`src/rtl/rare_node_activity_monitor.sv`:
```
// Multi-channel toggle monitor: counts node toggles over a programmed window, then
// streams one record per channel flagging low-activity (rare) nodes as trojan-trigger candidates.
module rare_node_activity_monitor #(
    parameter int NCH = 8,
    parameter int CW  = 16,
    parameter int WW  = 16,
    parameter int IW  = $clog2(NCH)
) (
    input  logic           CLK,
    input  logic           RSTB,
    input  logic           start,
    input  logic           abort,
    input  logic [WW-1:0]  win_len,
    input  logic [CW-1:0]  threshold,
    input  logic [NCH-1:0] node_in,
    output logic           busy,
    output logic           done,
    output logic           rpt_valid,
    input  logic           rpt_ready,
    output logic [IW-1:0]  rpt_idx,
    output logic [CW-1:0]  rpt_count,
    output logic           rpt_rare
);

    typedef enum logic [1:0] {S_IDLE, S_COUNT, S_REPORT} state_t;

    state_t         state, state_nxt;
    logic [CW-1:0]  cnt [NCH];
    logic [NCH-1:0] node_q;
    logic [WW-1:0]  win_cnt;
    logic [WW-1:0]  win_q;
    logic [CW-1:0]  threshold_q;
    logic [IW-1:0]  idx;
    logic           done_q;
    logic           hs;
    logic           last_hs;
    logic           win_last;

    function automatic logic [CW-1:0] sat_inc(input logic [CW-1:0] v);
        return (v == {CW{1'b1}}) ? v : v + CW'(1);
    endfunction

    assign hs       = (state == S_REPORT) && rpt_ready;
    assign last_hs  = hs && (idx == IW'(NCH - 1));
    // win_q is nonzero whenever COUNT is entered, so win_q-1 never underflows here
    assign win_last = (win_cnt == win_q - WW'(1));

    always_ff @(posedge CLK or negedge RSTB) begin
        if (!RSTB) begin
            state <= S_IDLE;
        end else begin
            state <= state_nxt;
        end
    end

    always_comb begin
        state_nxt = state;
        if (abort) begin
            state_nxt = S_IDLE;
        end else begin
            case (state)
                S_IDLE:   if (start) state_nxt = (win_len != '0) ? S_COUNT : S_REPORT;
                S_COUNT:  if (win_last) state_nxt = S_REPORT;
                S_REPORT: if (last_hs) state_nxt = S_IDLE;
                default:  state_nxt = S_IDLE;
            endcase
        end
    end

    always_ff @(posedge CLK or negedge RSTB) begin
        if (!RSTB) begin
            node_q      <= '0;
            win_cnt     <= '0;
            win_q       <= '0;
            threshold_q <= '0;
            idx         <= '0;
            done_q      <= 1'b0;
            for (int i = 0; i < NCH; i++) cnt[i] <= '0;
        end else begin
            done_q <= 1'b0;
            if (abort) begin
                // counters are left intact; the next accepted start clears them
                idx <= '0;
            end else begin
                case (state)
                    S_IDLE: begin
                        if (start) begin
                            win_q       <= win_len;
                            threshold_q <= threshold;
                            node_q      <= node_in;
                            win_cnt     <= '0;
                            idx         <= '0;
                            for (int i = 0; i < NCH; i++) cnt[i] <= '0;
                        end
                    end
                    S_COUNT: begin
                        for (int i = 0; i < NCH; i++) begin
                            if (node_in[i] != node_q[i]) cnt[i] <= sat_inc(cnt[i]);
                        end
                        node_q  <= node_in;
                        win_cnt <= win_cnt + WW'(1);
                    end
                    S_REPORT: begin
                        if (last_hs) begin
                            idx    <= '0;
                            done_q <= 1'b1;
                        end else if (hs) begin
                            idx <= idx + IW'(1);
                        end
                    end
                    default: ;
                endcase
            end
        end
    end

    assign busy      = (state != S_IDLE);
    assign done      = done_q;
    assign rpt_valid = (state == S_REPORT);
    assign rpt_idx   = idx;
    assign rpt_count = rpt_valid ? cnt[idx] : '0;
    assign rpt_rare  = rpt_valid && (cnt[idx] < threshold_q);

endmodule

```
`config.mk`:
```
export PLATFORM = sky130hd
export DESIGN_NAME = rare_node_activity_monitor
export DESIGN_NICKNAME = d
export VERILOG_FILES = /design/src/rtl/rare_node_activity_monitor.sv
export SDC_FILE = /design/constraint.sdc
export NUM_CORES = 1
export LEC_CHECK = 0
export CAP_MARGIN = 30
export CORE_ASPECT_RATIO = 1.2
export CORE_UTILIZATION = 45
export DETAILED_ROUTE_END_ITERATION = 8
export PLACE_DENSITY = 0.67
export SLEW_MARGIN = 5
export SYNTH_ARGS = -nofsm -noshare
export SYNTH_HDL_FRONTEND = slang
export SYNTH_SLANG_ARGS = --single-unit
```
`constraint.sdc`:
```
create_clock -name CLK -period 5.8 [get_ports CLK]
set_clock_uncertainty 0.05 [all_clocks]
set_input_delay 1.16 -clock CLK [delete_from_list [all_inputs] [get_ports CLK]]
set_output_delay 1.16 -clock CLK [all_outputs]
set_load 0.01 [all_outputs]
```
-- Word-level counts from Yosys, hierarchy flattened
Index checks and enable logic that the tools add are counted.
- eq/ne operators: 41
- div/mod/pow operators: 0
- $add $sub $neg: 11
- multiplexer cells: 40
- reduce and logical (&&, ||, !) cells: 20
- shifts and indexed selects: 0
- order comparisons: 2
- multiply operators: 0
- bitwise logic cells: 2
- operators by type and width (operator ; count):
    16-bit 2-to-1 mux ; 20
    128-bit one-hot mux with 2 select lines ; 1
    16-bit by 1-bit adder with 16-bit output (second input constant) ; 9
    16-bit == test (second input constant) ; 8
    128-bit 2-to-1 mux ; 1
    16-bit binary-select mux with 3-bit select ; 1
    5-bit AND reduction ; 8
    2-bit inequality test (second input constant) ; 17
    16-bit one-hot mux with 2 select lines ; 1
    16-bit == test ; 1
    16-bit < comparator ; 1
    8-bit one-hot mux with 2 select lines ; 1
    16-bit nonzero test ; 1
    16-bit by 1-bit subtractor with 16-bit output (second input constant) ; 1
    3-bit 2-to-1 mux ; 4
    3-bit AND reduction ; 4
    2-bit 2-to-1 mux ; 5
    8-bit 2-to-1 mux ; 1
    1-bit inequality test ; 8
    3-bit inequality test (second input constant) ; 2
    2-bit one-hot mux with 3 select lines ; 1
    3-bit one-hot mux with 2 select lines ; 1
    4-bit >= comparator (second input constant) ; 1
    4-bit by 2-bit inequality test with 1-bit output (second input constant) ; 1
    other kinds (12) ; 17
- output and inout port bits: 23
- memories kept: 0
- register bits after elaboration: 190
- word-level logic and storage cells: 131
- ROM bits: 0
- bits in latches: 0
- input port bits: 45
- RAM bits: 0

-- Logic depth before layout (Yosys ltp)
- word-level depth: 6
- mapped depth: 11
- mapped depth without buffers: 9

-- Worst setup path after synthesis
OpenSTA, ideal clock, no wires.
- path type: register -> output
- start: register idx[0], in the netlist rpt_idx[0]
- end: output port rpt_rare
- required time: 4.590 ns
- slack: 2.045 ns
- data arrival time: 2.545 ns
- cell stages (with the launch flop): 12
- path buffers: 2
- cell sequence: dfrtp_1 -> buf_6 -> buf_2 -> mux4_2 -> nand2_1 -> nand2_1 -> ha_1 -> a21o_1 -> a21o_1 -> a21oi_1 -> o211ai_1 -> a21oi_1
- longest elaborated chain between the ends: 6
- ends and longest elaborated chain (item ; RTL line ; RTL):
    start, declared ; 33 ; logic [IW-1:0] idx;
    start signal, assigned ; 108 ; idx <= idx + IW'(1);
    3-bit NOT with 4-bit output (implied by the code) ; 122 ; assign rpt_rare = rpt_valid && (cnt[idx] < threshold_q);
    16-bit binary-select mux with 3-bit select ; 122 ;
    16-bit 2-to-1 mux (implied by the code) (2 in a row) ; 122 ;
    16-bit < comparator ; 122 ;
    1-bit logical AND ; 122 ;
    end, declared ; 22 ; output logic rpt_rare
Every way passes these cells. The select of a mux whose other input is x is not followed.

-- Worst setup path in the final report
- start: register idx[2], in the netlist rpt_idx[2]
- end: output port rpt_rare
The elaborated chain is that of the path after synthesis.

==> flow_metrics.env <==
export IMPL_max_stage_delay_ns=0.71
export IMPL_path_cells="clkinv_1, nand2_1, nand2_1, ha_1, a21boi_1, a2111oi_0, o21ai_1, a21oi_1, clkdlybuf4s50_1"
export IMPL_ys_flop_type="dfrtp_1"
export IMPL_yosysWarningCount=0
export IMPL_postSynthCellCount=1198
export IMPL_critPathLaunchType="flop"
export IMPL_port_buffers=67
export IMPL_cts_made_buffers=17
export IMPL_power_leakage_nw=5.562
export IMPL_grt_usage_pct=24.66
export IMPL_period_share_pct=85.50
export IMPL_drive_gt1_share_pct=7.955
export IMPL_cpMostUsedCell="nand2_1"
export IMPL_wl_um=30080
export IMPL_seq_area_frac_synth_pct=42.58
export IMPL_htreeDepth=4
export IMPL_synthToLayoutAreaGrowth_pct=13.78
export IMPL_finalSetupViolations=0
export IMPL_drtIter0Drc=738
export IMPL_grt_pass1_wl_um=48180
export IMPL_grt_pass1_vias=8808
export IMPL_die_x_um=145.8
export IMPL_synth_edf_count=0
export IMPL_cellPowerDensity_nw_per_um2=308.6
export IMPL_synthArstFlopShare_pct=100.0
export IMPL_cp_end_kind="output pin"
export IMPL_period_minus_slack_ns=4.959
export IMPL_clkTransAtPathRegs_ns=0.07
export IMPL_drv_slew=0
export IMPL_ioPinCount=68
export IMPL_first_pass_iters=7
export IMPL_rsz0062_at_grt="false"
export IMPL_yosysMostFrequentCell="nand2_1"
export IMPL_crit_required_ns=4.59
export IMPL_cts_path_max_buffers=2
export IMPL_hpwl_um=22120
export IMPL_routedWlPerCell_um=19.08
export IMPL_worstPathArrival_ns=3.75
export IMPL_cts_tree="yes"
export IMPL_crit_buf_inv=2
export IMPL_whs_ns=0.4447
export IMPL_maxCapViolations=0
export IMPL_initial_core_util_pct=46.29
export IMPL_placed_cell_area_um2=12120
export IMPL_dp_slack_ns=1.315
export IMPL_place_inst=1544
export IMPL_cts_setup_buffers=0
export IMPL_cp_slowest_cell="dfrtp_1"
export IMPL_cts_repair_resized=0
export IMPL_crit_fanout=19
export IMPL_yosys_top_cells_area="dfrtp_1 (43%), xor2_1 (7.2%), nand2_1 (6.6%)"
export IMPL_cp_top_family="buffers and inverters"
export IMPL_path_class="flop to output pin"
export IMPL_synth_top_area_cell="dfrtp_1"
export IMPL_core_rowCount=62
export IMPL_fin_area_um2=12710
export IMPL_status="finished, final reports clean"
export IMPL_max_freq_ghz=0.2017
export IMPL_num_nets_final=1318
export IMPL_synth_avg_cell_area_um2=9.321
export IMPL_ys_ff_latch=190
export IMPL_grt_overflow=0
export IMPL_die_h_um=174.6
export IMPL_core_um2=24130
export IMPL_fin_cells=1577
export IMPL_relSlewSlack_pct=35.36
export IMPL_numClockSinks=190
export IMPL_diodes=0
export IMPL_hp_class="flop to flop"
export IMPL_route_vias_total=9059
export IMPL_gp_congestion=0.9212
export IMPL_clk_latency_ns=0.44
export IMPL_drc_errors=0
export IMPL_yosysUniqueCellTypes=62
export IMPL_die_area_um2=25450
export IMPL_ir_worst_vdd_v=0.0001871
export IMPL_fin_ws_ns=0.8413
export IMPL_finalHoldViolations=0
export IMPL_yosys_area_top_type_share_pct=42.58
export IMPL_cts_root_buffer="clkbuf_16"
export IMPL_power_mw=3.921
export IMPL_grt_max_degree=103
export IMPL_tns_ns=0
export IMPL_ant_nets=0
export IMPL_antenna_found_initial=0
export IMPL_syn_num_nets=1270
export IMPL_final_util_pct=52.67
export IMPL_via_per_inst=5.744
export IMPL_synth_common_cells="nand2_1 (195), dfrtp_1 (190), nor2_1 (147)"
export IMPL_synth_area_um2=11170
export IMPL_ctsHoldBuffers=0
export IMPL_tightest_slew_ns=0.9696
## worst reg2reg max path, stage by stage, from the launching register on
cell and delay [ns]:
dfrtp_1 0.57, or2_2 0.39, nand2_1 0.45, nor3_2 0.29
buf_4 0.22, o21ai_1 0.19, or3_1 0.36, a21oi_1 0.14
## cell families (layout without fill, tap and decap cells)
logic type / Yosys count / count (layout) / synth area share, %
and+or+nand+nor: 584 / 584 / 25.46
DFF: 190 / 190 / 42.58
adders and majority gates: 27 / 27 / 3.025
muxes: 36 / 36 / 6.812
xor gates and xnor gates: 143 / 143 / 11.22
AOI/OAI and AO/OA: 135 / 135 / 7.641
buffers and inverters: 83 / 142 / 3.272
## metal layers
layer	share of wire, %	GRT usage, %	wire length (um)
met2	50	41.41	15040
met4	2.8	9.649	846
met3	5.9	4.042	1781
met1	41	31.76	12410
met5	0	0	0
## layout make-up
cell class | count | area [um^2]
clock buffers | 18 | 429.2
clock inverters | 12 | 131.4
fillers | 2196 | 11420
inverters | 26 | 97.59
multi-input cells | 925 | 6050
flip-flops and latches | 190 | 4756
well taps | 320 | 400.4
repair buffers | 86 | 842.1
## where the power goes
part	switching, mW	internal [mW]
clock	0.547	0.602
sequential	0.218	1.50
combinational	0.653	0.404
## flip-flops by register name (all words and copies together) (netlist names)
signal / cells
win_q: 16
done: 1
win_cnt: 16
threshold_q: 16
node_q: 8
cnt: 128
state: 2
rpt_idx: 3
## placed cells by master, fill, tap and decap left out, drive strengths merged, types with 7 or more instances in the layout
master and n:
dfrtp 190, nor3 18, o21ai 53, xnor2 51
clkbuf 19, o211ai 9, buf 19, ha 27
nand2 195, xor2 92, a21oi 34, nand3 61
nand4 44, inv 31, clkdlybuf4s50 66, nor2 150
and4 25, and3 31, o2111ai 7, and2 11
or3 9, nor4 12, mux4 32
## path summary, 6_finish.rpt
check	end	depth (start not counted)	start	slack (ns)
max in group asynchronous	cnt[116]	2	RSTB	3.78
max	rpt_rare	9	rpt_idx[2]	0.84
max reg2reg	cnt[79]	7	state[0]	3.08
min in group asynchronous	win_q[15]	1	RSTB	0.77
min	node_q[6]	2	node_q[6]	0.44
min reg2reg	node_q[6]	2	node_q[6]	0.44
(Power assumes the default switching activity.)
==> variant 1 (same flow settings) <==
Re-encode `state_t` (3 states) as one-hot, 3 bits wide.
--- a/src/rtl/rare_node_activity_monitor.sv
+++ b/src/rtl/rare_node_activity_monitor.sv
@@ -22,7 +22,7 @@
     output logic           rpt_rare
 );
 
-    typedef enum logic [1:0] {S_IDLE, S_COUNT, S_REPORT} state_t;
+    typedef enum logic [2:0] {S_IDLE = 3'b001, S_COUNT = 3'b010, S_REPORT = 3'b100} state_t;
 
     state_t         state, state_nxt;
     logic [CW-1:0]  cnt [NCH];
Behaviour: same outputs for any inputs over 4 cycles, from zero or initial values and one cycle with RSTB low; so few cycles prove little.
==> variant 1 against the original RTL <==
Fmax decreased by 3.8%. Worst setup slack got worse by 200 ps. Critical path depth increased by 1. Final area increased by 0.43%. Sequential cell count increased by 1. Area after synthesis increased by 0.38%. Sequential share of layout area about the same. Die area increased by 0.37%. First-iteration DRC count decreased by 7.7%. Wire length increased by 0.96%. Critical path type unchanged.
Power is not compared: it rests on default switching activity, and its combinational part moved more than twofold at a synthesized area within 25%.
==> variant 1: results <==
export IMPL_synth_top_cells_by_count="190 x dfrtp_1, 156 x nand2_1, 142 x nor2_1"
export IMPL_drt_pass1_iterations=5
export IMPL_drtIter0Drc=681
export IMPL_placed_area_mm2=0.0122
export IMPL_synthMuxAreaShare_pct=8.13
export IMPL_slowest_stage="dfrtp_2"
export IMPL_yosys_area_share_adder_pct=3.01
export IMPL_finalPower_mw=3.07
export IMPL_top_register="cnt"
export IMPL_multi_input_area_mm2=0.00607
export IMPL_stdcell_count=1562
export IMPL_crit_family="buffers and inverters"
export IMPL_clock_path_buffers=2
export IMPL_hold_path_end="node_q[1]"
export IMPL_power_leakage_nw=5.48
export IMPL_grt_pass1_vias=8739
export IMPL_ys_seq_area_share_pct=42.6
export IMPL_clock_latency_ps=460
export IMPL_synth_xor_area_share_pct=10.5
export IMPL_synth_nets=1255
export IMPL_min_from="node_q[1]"
export IMPL_r2r_cells=6
export IMPL_worst_path_largest_cell_delay_ps=650
export IMPL_startpoint="rpt_idx[0]"
export IMPL_reg2reg_slack_ps=3120
export IMPL_num_antenna_cells=0
export IMPL_netlist_instances=1183
export IMPL_power_frac_seq_pct=48.4
export IMPL_setup_slack_ps=644
export IMPL_hpwl_mm=22.4
export IMPL_r2r_start="state[0]"
export IMPL_grt_first_pass_wirelength_mm=48.1
export IMPL_timing_rr_end="cnt[40]"
export IMPL_synth_compound_area_share_pct=8.45
export IMPL_nFillCells=2188
export IMPL_vias=9079
export IMPL_wl_mm=30.4
export IMPL_relSlewSlack_pct=34.4
export IMPL_place_ws_ps=1130
export IMPL_placedCellCount=1527
export IMPL_arrival_ps=3950
export IMPL_cts_setup_buffers=0
export IMPL_holdWs_ps=450
export IMPL_place_gp_congestion=0.968
export IMPL_grt_max_degree=117
export IMPL_run_status="completed"
export IMPL_grt_usage_pct=24.6
export IMPL_yosys_top_cells_area="dfrtp_1 42%, xor2_1 7.0%, mux4_2 6.4%, nand2_1 5.2%, nor2_1 4.8%"
export IMPL_synth_distinct_cells=66
export IMPL_clkTransAtPathRegs_ps=70
export IMPL_worstPathMaxFanout=15
export IMPL_drive_gt1_share_pct=9.26
==> variant 1: changes by cell type after synthesis, sizes merged, moves of 5 or more <==
cell,change
inv,+5
and3,-10
clkbuf,+9
o31ai,+7
and2,+12
nor2,-7
buf,-11
and4,-12
nand2,-39
or3,+11
a211oi,+8
mux2,+16
xnor2,-5
==> variant 1: final cells by class <==
class,instances,area share (%)
Inverter,30,0.882
Timing Repair Buffer,82,6.50
Multi-Input combinational cell,907,47.6
Tap cell,320,3.14
Clock inverter,15,1.08
Clock buffer,17,3.33
Sequential cell,191,37.5
==> variant 1: layer usage <==
layer,GRT usage [%],share of wire (%),wire (µm)
met5,0,0,0
met4,11.4,3.9,1200
met3,4.65,5.7,1740
met2,39.6,48,14500
met1,32.3,43,13000
==> variant 1: worst register-to-register path: cells and delay by family, from the launching register on <==
kind | cells | cell delay, ps
simple gates | 4 | 1260
xor+xnor | 1 | 190
flops | 1 | 580
compound gates | 1 | 470
==> variant 2 (config.mk and constraints unchanged) <==
Without the edit above. `CW`: 16 -> 17.
--- a/src/rtl/rare_node_activity_monitor.sv
+++ b/src/rtl/rare_node_activity_monitor.sv
@@ -2,7 +2,7 @@
 // streams one record per channel flagging low-activity (rare) nodes as trojan-trigger candidates.
 module rare_node_activity_monitor #(
     parameter int NCH = 8,
-    parameter int CW  = 16,
+    parameter int CW  = 17,
     parameter int WW  = 16,
     parameter int IW  = $clog2(NCH)
 ) (
Ports: changed (resized rpt_count and threshold); port bits go from 68 to 70. No check against the original RTL was run, so the function may have changed too.
==> variant 2 against the original RTL <==
Via count shrank 2.0%. Worst setup slack lost 260 ps. Register-to-register slack lost 550 ps. Global-route usage shrank 1.2 points. Final area grew 3.4%. Sequential cell count grew 9. Critical path depth grew 2. Combinational power grew 16%. Hold slack gained 5.3 ps. Area after synthesis grew 2.9%. Total power grew 10%. Wire length shrank 3.5%.
==> variant 2: results <==
export IMPL_relSlewSlack_pct=30.9
export IMPL_synth_nets=1262
export IMPL_yosys_warnings=0
export IMPL_grt_usage_pct=23.4
export IMPL_worstPathMaxFanout=15
export IMPL_grt_max_degree=153
export IMPL_yosys_top_cells_area="dfrtp_1 43%, mux4_2 6.7%, xor2_1 6.0%, nand2_1 4.9%, nor2_1 4.8%"
export IMPL_grt_antenna_before_repair=0
export IMPL_drtIter0Drc=527
export IMPL_grt_pass1_vias=8644
export IMPL_drt_pass1_iterations=5
export IMPL_synth_distinct_cells=66
export IMPL_reg_largest_list="cnt x136, threshold_q x17"
export IMPL_inverters_excl_clock=34
export IMPL_ys_seq_area_share_pct=43.3
export IMPL_drive_gt1_share_pct=9.39
export IMPL_cts_resized=0
export IMPL_grt_first_pass_wirelength_mm=46.8
export IMPL_regArea_mm2=0.00498
export IMPL_avgRoutedWirePerCell_um=18.5
export IMPL_place_ws_ps=1020
export IMPL_via_per_inst=5.65
export IMPL_cts_buffers=17
export IMPL_multi_input_area_share_pct=47.2
export IMPL_cts_max_level=4
export IMPL_arrival_ps=4010
export IMPL_run_status="completed"
export IMPL_num_antenna_cells=0
export IMPL_io_buffers=69
export IMPL_buffers=81
export IMPL_buffer_area_share_pct=6.31
export IMPL_synth_top_cell_area_share_pct=43.3
export IMPL_cts_root_buf="clkbuf_16"
export IMPL_clock_area_share_pct=4.48
export IMPL_clock_latency_ps=450
export IMPL_place_gp_congestion=0.889
export IMPL_synth_top_cells_by_count="199 x dfrtp_1, 150 x nand2_1, 146 x nor2_1"
export IMPL_hpwl_mm=21.6
export IMPL_ys_seq_elements=199
export IMPL_peakVddDrop_uv=203
export IMPL_multi_input_gates=900
export IMPL_nFillCells=2306
export IMPL_power_leakage_nw=5.75
## variant 2: worst max-delay path, stage by stage, from the launching register on
cell             delay (ps)
dfrtp_2                 660
buf_4                   300
mux4_2                  530
mux2_2                  290
ha_1                    290
a21o_1                  190
a21o_1                  180
a21oi_1                 140
o21a_1                  140
o211ai_1                 80
a21oi_1                 200
clkdlybuf4s50_1         570
## variant 2: worst paths after layout
kind	from	to	slack, ps	depth (start not counted)
worst max-delay path	rpt_idx[0]	rpt_rare	580	11
worst min-delay path	node_q[4]	node_q[4]	450	2
worst max register to register	cnt[57]	cnt[60]	2530	11
worst min register to register	node_q[4]	node_q[4]	450	2
max in group asynchronous	RSTB	cnt[91]	3920	2
min in group asynchronous	RSTB	win_cnt[4]	730	1
## variant 2: kinds of logic (layout without fill, tap and decap cells)
family | Yosys count | in the layout | share of synthesized area (%)
simple gates | 546 | 546 | 23.2
flops | 199 | 199 | 43.3
xor+xnor | 135 | 135 | 10.3
compound gates | 123 | 123 | 7.34
buf+inv | 81 | 147 | 2.73
mux | 60 | 60 | 9.17
fa+ha+maj | 36 | 36 | 3.92
## variant 2: per-layer routing
layer	up-vias	global-route usage, %	part of all wire [%]
li1	4262	-	-
met1	4331	31.3	45
met2	235	38.1	48
met3	53	3.12	4.2
met4	0	10.3	3.4
met5	-	0	0
## variant 2: through the flow
step	instance area, µm²	cells	hold slack (ps)
6_report	13100	1571	450
5_1_grt	13100	1571	476
4_1_cts	13100	1570	455
3_5_place_dp	12500	1538	435
3_3_place_gp	12500	1537	428
2_1_floorplan	11500	1180	391
## variant 2: where the power goes
group	internal (mW)	switching (mW)	total (mW)
clock	0.615	0.579	1.19
sequential	1.61	0.282	1.90
combinational	0.516	0.718	1.23
